==> src/rtl/fpadd_param.sv <==
// fpadd_param: multi-cycle parameterised floating-point adder/subtractor.
// Operands flow through ALIGN, ADD, NORM and ROUND, one cycle each, then OUT.
module fpadd_param #(
  parameter int EXP_W = 8,
  parameter int MAN_W = 23
) (
  input  logic                   clk,
  input  logic                   reset,
  input  logic                   in_valid,
  output logic                   in_ready,
  input  logic                   sub,
  input  logic [EXP_W+MAN_W:0]   reg_A,
  input  logic [EXP_W+MAN_W:0]   reg_B,
  output logic                   out_valid,
  input  logic                   out_ready,
  output logic [EXP_W+MAN_W:0]   out,
  output logic                   invalid,
  output logic                   overflow
);

  localparam int W  = 1 + EXP_W + MAN_W;
  localparam int SH = MAN_W + 4;
  localparam int DW = $clog2(SH + 1);
  localparam int XW = EXP_W + 8;
  localparam logic signed [XW-1:0] ONE  = XW'(1);
  localparam logic signed [XW-1:0] EMAX = XW'((1 << EXP_W) - 1);
  localparam logic [EXP_W-1:0] EONES = '1;

  typedef enum logic [2:0] {
    S_IDLE, S_ALIGN, S_ADD, S_NORM, S_ROUND, S_OUT
  } state_t;

  state_t state_q, state_d;

  logic [W-1:0]  a_q, b_q;
  logic          sl_q, ss_q;
  logic [EXP_W-1:0] el_q;
  logic [SH-1:0] gl_q, gs_q;
  logic          sp_q, spi_q;
  logic [W-1:0]  spr_q;
  logic [SH:0]   sum_q;
  logic [SH-1:0] ns_q;
  logic signed [XW-1:0] ne_q;
  logic          nz_q;
  logic [W-1:0]  res_q;
  logic          rinv_q, rovf_q;
  logic          ov_q;

  // align-stage combinational signals
  logic          a_big;
  logic [W-1:0]  lg, sm;
  logic [SH-1:0] lsig, ssig, al_s;
  logic [EXP_W-1:0] d;
  logic [DW-1:0] dc;
  logic [2*SH-1:0] ext;
  logic          na, nb, ia, ib, sp_hit, sp_inv;
  logic [W-1:0]  sp_res, qnan;

  assign a_big = a_q[W-2:0] >= b_q[W-2:0];
  assign lg    = a_big ? a_q : b_q;
  assign sm    = a_big ? b_q : a_q;
  assign lsig  = {|lg[W-2:MAN_W], lg[MAN_W-1:0], 3'b000};
  assign ssig  = {|sm[W-2:MAN_W], sm[MAN_W-1:0], 3'b000};
  assign d     = lg[W-2:MAN_W] - sm[W-2:MAN_W];
  assign dc    = (int'(d) > SH) ? DW'(SH) : DW'(d);
  assign ext   = {ssig, {SH{1'b0}}} >> dc;
  assign al_s  = {ext[2*SH-1:SH+1], ext[SH] | (|ext[SH-1:0])};

  assign na = (&a_q[W-2:MAN_W]) & (|a_q[MAN_W-1:0]);
  assign nb = (&b_q[W-2:MAN_W]) & (|b_q[MAN_W-1:0]);
  assign ia = (&a_q[W-2:MAN_W]) & ~(|a_q[MAN_W-1:0]);
  assign ib = (&b_q[W-2:MAN_W]) & ~(|b_q[MAN_W-1:0]);
  assign sp_hit = na | nb | ia | ib;
  assign sp_inv = na | nb | (ia & ib & (a_q[W-1] ^ b_q[W-1]));
  assign qnan = {1'b0, EONES, 1'b1, {(MAN_W-1){1'b0}}};
  assign sp_res = sp_inv ? qnan :
                  ia ? {a_q[W-1], EONES, {MAN_W{1'b0}}} :
                       {b_q[W-1], EONES, {MAN_W{1'b0}}};

  // normalise-stage combinational signals
  logic [DW-1:0] lz;
  logic [SH-1:0] shl, n_sig;
  logic signed [XW-1:0] elx, lzx, n_exp;

  assign elx = signed'({{(XW-EXP_W){1'b0}}, el_q});
  assign lzx = signed'({{(XW-DW){1'b0}}, lz});
  assign shl = sum_q[SH-1:0] << lz;

  // leading-zero count of the uncarried sum; highest set bit wins
  always_comb begin
    lz = '0;
    for (int i = 0; i < SH; i++)
      if (sum_q[i]) lz = DW'(SH - 1 - i);
  end

  // carry takes a sticky right shift, otherwise shift left by lz
  always_comb begin
    n_sig = shl;
    n_exp = elx - lzx;
    if (sum_q[SH]) begin
      n_sig = {sum_q[SH:2], sum_q[1] | sum_q[0]};
      n_exp = elx + ONE;
    end
  end

  // round-stage combinational signals
  logic          up;
  logic [MAN_W+1:0] rm;
  logic [MAN_W-1:0] rman;
  logic signed [XW-1:0] re;
  logic [W-1:0]  r_res;
  logic          r_ovf;

  assign up   = ns_q[2] & (ns_q[1] | ns_q[0] | ns_q[3]);
  assign rm   = {1'b0, ns_q[SH-1:3]} + {{(MAN_W+1){1'b0}}, up};
  assign rman = rm[MAN_W+1] ? rm[MAN_W:1] : rm[MAN_W-1:0];
  assign re   = rm[MAN_W+1] ? ne_q + ONE : ne_q;

  // final result selection: zero, flush, overflow or normal
  always_comb begin
    r_res = {sl_q, re[EXP_W-1:0], rman};
    r_ovf = 1'b0;
    if (nz_q) begin
      r_res = {sl_q & ss_q, {(W-1){1'b0}}};
    end else if (re < ONE) begin
      r_res = {sl_q, {(W-1){1'b0}}};
    end else if (re >= EMAX) begin
      r_res = {sl_q, EONES, {MAN_W{1'b0}}};
      r_ovf = 1'b1;
    end
  end

  // next-state logic
  always_comb begin
    state_d = state_q;
    unique case (state_q)
      S_IDLE:  if (in_valid) state_d = S_ALIGN;
      S_ALIGN: state_d = S_ADD;
      S_ADD:   state_d = S_NORM;
      S_NORM:  state_d = S_ROUND;
      S_ROUND: state_d = S_OUT;
      S_OUT:   if (ov_q && out_ready) state_d = S_IDLE;
      default: state_d = S_IDLE;
    endcase
  end

  assign in_ready  = (state_q == S_IDLE);
  assign out_valid = ov_q;

  // state register and output handshake registers
  always_ff @(posedge clk) begin
    if (reset) begin
      state_q  <= S_IDLE;
      ov_q     <= 1'b0;
      out      <= '0;
      invalid  <= 1'b0;
      overflow <= 1'b0;
    end else begin
      state_q <= state_d;
      if (state_q == S_OUT && !ov_q) begin
        out      <= res_q;
        invalid  <= rinv_q;
        overflow <= rovf_q;
        ov_q     <= 1'b1;
      end else if (ov_q && out_ready) begin
        ov_q <= 1'b0;
      end
    end
  end

  // datapath stage registers, loaded by the stage that owns them
  always_ff @(posedge clk) begin
    unique case (state_q)
      S_IDLE: if (in_valid) begin
        a_q <= reg_A;
        b_q <= {reg_B[W-1] ^ sub, reg_B[W-2:0]};
      end
      S_ALIGN: begin
        sl_q  <= lg[W-1];
        ss_q  <= sm[W-1];
        el_q  <= lg[W-2:MAN_W];
        gl_q  <= lsig;
        gs_q  <= al_s;
        sp_q  <= sp_hit;
        spi_q <= sp_inv;
        spr_q <= sp_res;
      end
      S_ADD: sum_q <= (sl_q ^ ss_q) ? {1'b0, gl_q} - {1'b0, gs_q}
                                    : {1'b0, gl_q} + {1'b0, gs_q};
      S_NORM: begin
        ns_q <= n_sig;
        ne_q <= n_exp;
        nz_q <= ~(|sum_q);
      end
      S_ROUND: begin
        res_q  <= sp_q ? spr_q : r_res;
        rinv_q <= sp_q & spi_q;
        rovf_q <= ~sp_q & r_ovf;
      end
      default: ;
    endcase
  end

endmodule

==> config.mk <==
export PLATFORM = sky130hd
export DESIGN_NAME = fpadd_param
export DESIGN_NICKNAME = d
export VERILOG_FILES = /design/src/rtl/fpadd_param.sv
export SDC_FILE = /design/constraint.sdc
export NUM_CORES = 1
export LEC_CHECK = 0
export CAP_MARGIN = 25
export CORE_MARGIN = 2
export CORE_UTILIZATION = 25
export CTS_CLUSTER_SIZE = 8
export DETAILED_ROUTE_END_ITERATION = 12
export PLACE_DENSITY_LB_ADDON = 0.25
export SETUP_SLACK_MARGIN = 0.1
export SYNTH_ARGS = -nofsm -noshare
export SYNTH_HDL_FRONTEND = slang
export SYNTH_SLANG_ARGS = --single-unit
==> constraint.sdc <==
create_clock -name clk -period 6.6 [get_ports clk]
set_clock_uncertainty 0.05 [all_clocks]
set_input_delay 0.99 -clock clk [delete_from_list [all_inputs] [get_ports clk]]
set_output_delay 0.99 -clock clk [all_outputs]
set_load 0.02 [all_outputs]
==> results by group <==
Status
  – Status: finished, final reports clean

Worst setup path
  – Worst EP arrival: 6.41 ns
  – Buf/Inv on CP: 2
  – Crit path capture type: flip-flop
  – End of the worst register-to-register path: gs_q[0]
  – Critical path type: flip-flop to flip-flop
  – FF-to-FF Start: b_q[29]
  – R2R setup slack: 0.50 ns
  – Slowest cell on crit path: a2111oi_0
  – Critical path peak fanout: 19
  – Crit-path cells: inv_1 > ha_1 > nand4_1 > nor4_2 > and2_1 > o21ai_1 > nand2_2 > mux2i_1 > ha_1 > nand2_1 > nand2_1 > a21oi_1 > mux2i_1 > a221oi_1 > o2bb2ai_1 > o2111ai_4 > buf_4 > a2111oi_0 > a211oi_1 > or3_1 > o211a_1 > o2111ai_1 > nor4_1 > o2111ai_1
  – Required time of the worst setup path: 6.92 ns
  – Setup crit start kind: flip-flop
  – Worst Reg2Reg Path Length in Cells: 24
  – Top cell family by delay on the critical path: compound AO/OA/AOI/OAI gates
  – Critical Path Max Stage Delay: 0.71 ns

Pwr
  – Pwr dens: 304 mW/mm^2
  – Peak supply drop: 0.173 mV
  – Sw frac: 0.354
  – Clock share of power: 0.306
  – P_sw: 2.20 mW
  – Leakage: 7.46 nW
  – Total internal power: 4.01 mW
  – Combinational power share: 0.342
  – Sequential Power Share: 0.351

Logic synthesis
  – Post-synth EDFFs: 229
  – Synth area leader: edfxtp_1
  – Synthesized Nets: 1986
  – Area contributors post-synth: edfxtp_1 40%, ha_1 6.6%, nand2_1 4.9%
  – Top FF cell, synth: edfxtp_1
  – Synth async-reset ratio: 0
  – Register area share after synthesis: 0.446
  – Area share of the largest cell type after synthesis: 0.401
  – Post-Synthesis Cells: 1825
  – Synthesized area: 0.0171 mm^2
  – Synth Register Bits: 267
  – Synth Warn #: 0
  – Mean Syn Cell Area: 9.39 um^2
  – Synth cell types: 88

Clock tree
  – H-tree lvl count: 2
  – Clk slew on worst S/H paths: 0.05 ns
  – CTS Sinks: 267
  – Clk_lat worst skew: 0.55 ns
  – TritonCTS clock tree: yes
  – CTS buffer count: 40
  – Clock Tree Buf Depth: 3
  – Root Driver: clkbuf_16
  – Hold Buf Count CTS: 0

Floorplanning
  – Initial Util: 0.254
  – Die area: 0.0706 mm^2
  – Row count: 95
  – I/O pin cnt: 105
  – Die Ht: 266 um
  – Core Box Area: 0.0675 mm^2
  – Die width: 266 um

Timing
  – Fmax: 164 MHz
  – Setup TNS Final: 0 ns
  – RSZ-0062 raised after global routing: no
  – Final Hold Fails: 0
  – Max_slew headroom: 0.345
  – Final worst path period need: 6.10 ns
  – Final slew viol count: 0
  – Worst-margin pin slew: 0.982 ns
  – Period utilisation layout: 0.924
  – Setup violators final: 0

Routing
  – DR WL/cell: 17.5 um
  – Final ANT Viol Nets: 0
  – DR pass1 iterations: 5
  – Vias per inst: 4.96
  – WL final: 49200 um
  – Via count: 13.9k
  – Residual DRC: 0
  – Initial DRC count: 1083

Global route
  – Met3 Track Usage GR: 0.0219
  – Initial antenna violation count: 1
  – Total grt overflow: 0
  – Gr busiest metal: met2
  – M1 GR Usage: 0.176
  – Largest net degree at the start of global routing: 69
  – Grt met2 use: 0.232
  – Vias in the first global route: 13.8k
  – Overall routing resource usage: 0.138
  – Global-route wire length before repair: 77300 um

Worst hold path
  – Hold Path End: out[17]
  – Hold WC Path Type: flip-flop to flip-flop
  – Hold depth: 2
  – Hold Path Origin: out[17]

Layout
  – Post-layout util: 0.302
  – Nets: 2077
  – Filler cell count: 6997
  – Share of cells above drive strength 1: 0.0620
  – Area growth syn-to-layout: 19.1%
  – N_diodes: 0

Job
  – Maxcap violations: 0

Placed design
  – HPWL Detailed: 38300 um
  – PortBufs: 104
  – GPL Wtd Cong: 0.901
==> tightest hold or removal path, delay by kind of cell, from the launching register on <==
family | cells | cell delay, ns
simple gates | 1 | 0.05
compound gates | 1 | 0.05
flops | 1 | 0.30
==> cell usage after synthesis (16+ instances only) <==
cell	number
edfxtp_1	229
ha_1	90
and2_1	26
mux2i_1	79
o22ai_1	16
nand3_1	35
a211oi_1	25
o211ai_1	21
a31oi_1	17
nor4_1	26
dfxtp_1	38
nand2_1	224
inv_1	105
nor2_1	134
xnor2_1	39
o21ai_0	134
nor3_1	47
xor2_1	27
clkbuf_1	65
a21oi_1	157
a21o_1	21
==> metal layers <==
layer / vias up / part of all wire / wire length (um)
met3: 101 / 0.044 / 2170
li1: 6919 / - / -
met2: 389 / 0.47 / 23100
met5: - / 0 / 0
met1: 6528 / 0.45 / 22100
met4: 0 / 0.037 / 1830
==> sequential cells by signal, summed over array words and instances, names as in the netlist, 3 cells and up <==
register,count
ne_q,10
gl_q,24
a_q,32
b_q,32
out,32
sum_q,28
el_q,8
gs_q,27
ns_q,27
state_q,3
res_q,32
==> per-stage QoR <==
step	cells	total power, mW	hold WS, ns	instance area [um^2]	setup slack (ns)
floorplan	1825	3.65	0.421	17100	0.616
global placement	2738	4.29	0.394	19100	0.500
detailed placement	2739	4.28	0.398	19200	0.421
CTS	2801	6.24	0.405	20300	0.382
global route	2809	6.59	0.416	20400	0.115
finish	2809	6.21	0.401	20400	0.504
==> power by group through the flow <==
stage | clock network, mW | logic (mW) | registers (mW)
floorplan | 0 | 1.48 | 2.17
global placement | 0 | 2.08 | 2.21
detailed placement | 0 | 2.07 | 2.21
CTS | 1.98 | 2.08 | 2.18
global route | 2.04 | 2.34 | 2.20
finish | 1.90 | 2.13 | 2.18
==> final cells by class <==
class | instances | area, um^2 | area share
Timing Repair Buffer | 140 | 1330 | 0.0653
Clock inverter | 5 | 56.3 | 0.00276
Sequential cell | 267 | 7640 | 0.374
Tap cell | 873 | 1090 | 0.0535
Inverter | 107 | 402 | 0.0197
Multi-Input combinational cell | 1360 | 8790 | 0.431
Clock buffer | 57 | 1100 | 0.0537
==> placed cells by master, fill, tap and decap left out, types with 17 or more instances in the layout <==
cell / count
ha_1: 90
a21o_1: 21
nor3_1: 47
nand3_1: 35
nor4_1: 26
dfxtp_1: 38
clkdlybuf4s50_1: 104
clkbuf_16: 41
buf_4: 34
nand2_1: 223
nor2_1: 132
mux2i_1: 78
a211oi_1: 25
a31oi_1: 17
xnor2_1: 39
edfxtp_1: 229
inv_1: 105
xor2_1: 27
and2_1: 25
o21ai_0: 134
a21oi_1: 157
o211ai_1: 21
==> worst max-delay path by stage <==
stage | start | endpoint | slack, ns | cells after the start
CTS | b_q[25] | gs_q[0] | 0.38 | 23
global placement | b_q[14] | gs_q[0] | 0.50 | 23
floorplan | state_q[0] | el_q[0] | 0.62 | 2
global route | b_q[25] | gs_q[0] | 0.12 | 25
detailed placement | b_q[29] | gs_q[0] | 0.42 | 23
finish | b_q[29] | gs_q[0] | 0.50 | 24
==> repair_timing <==
action	in CTS	in global routing
endpoints found under the setup margin	0	2
buffers inserted	0	7
gates resized for setup	0	6
==> cell families after synthesis <==
logic type	Yosys count	share of synthesized area
simple gates	586	0.159
compound gates	527	0.195
flops	267	0.446
mux	88	0.0522
buf+inv	198	0.0449
xor+xnor	67	0.0347
fa+ha+maj	92	0.0681
No activity file was read; power rests on OpenSTA's default activity.
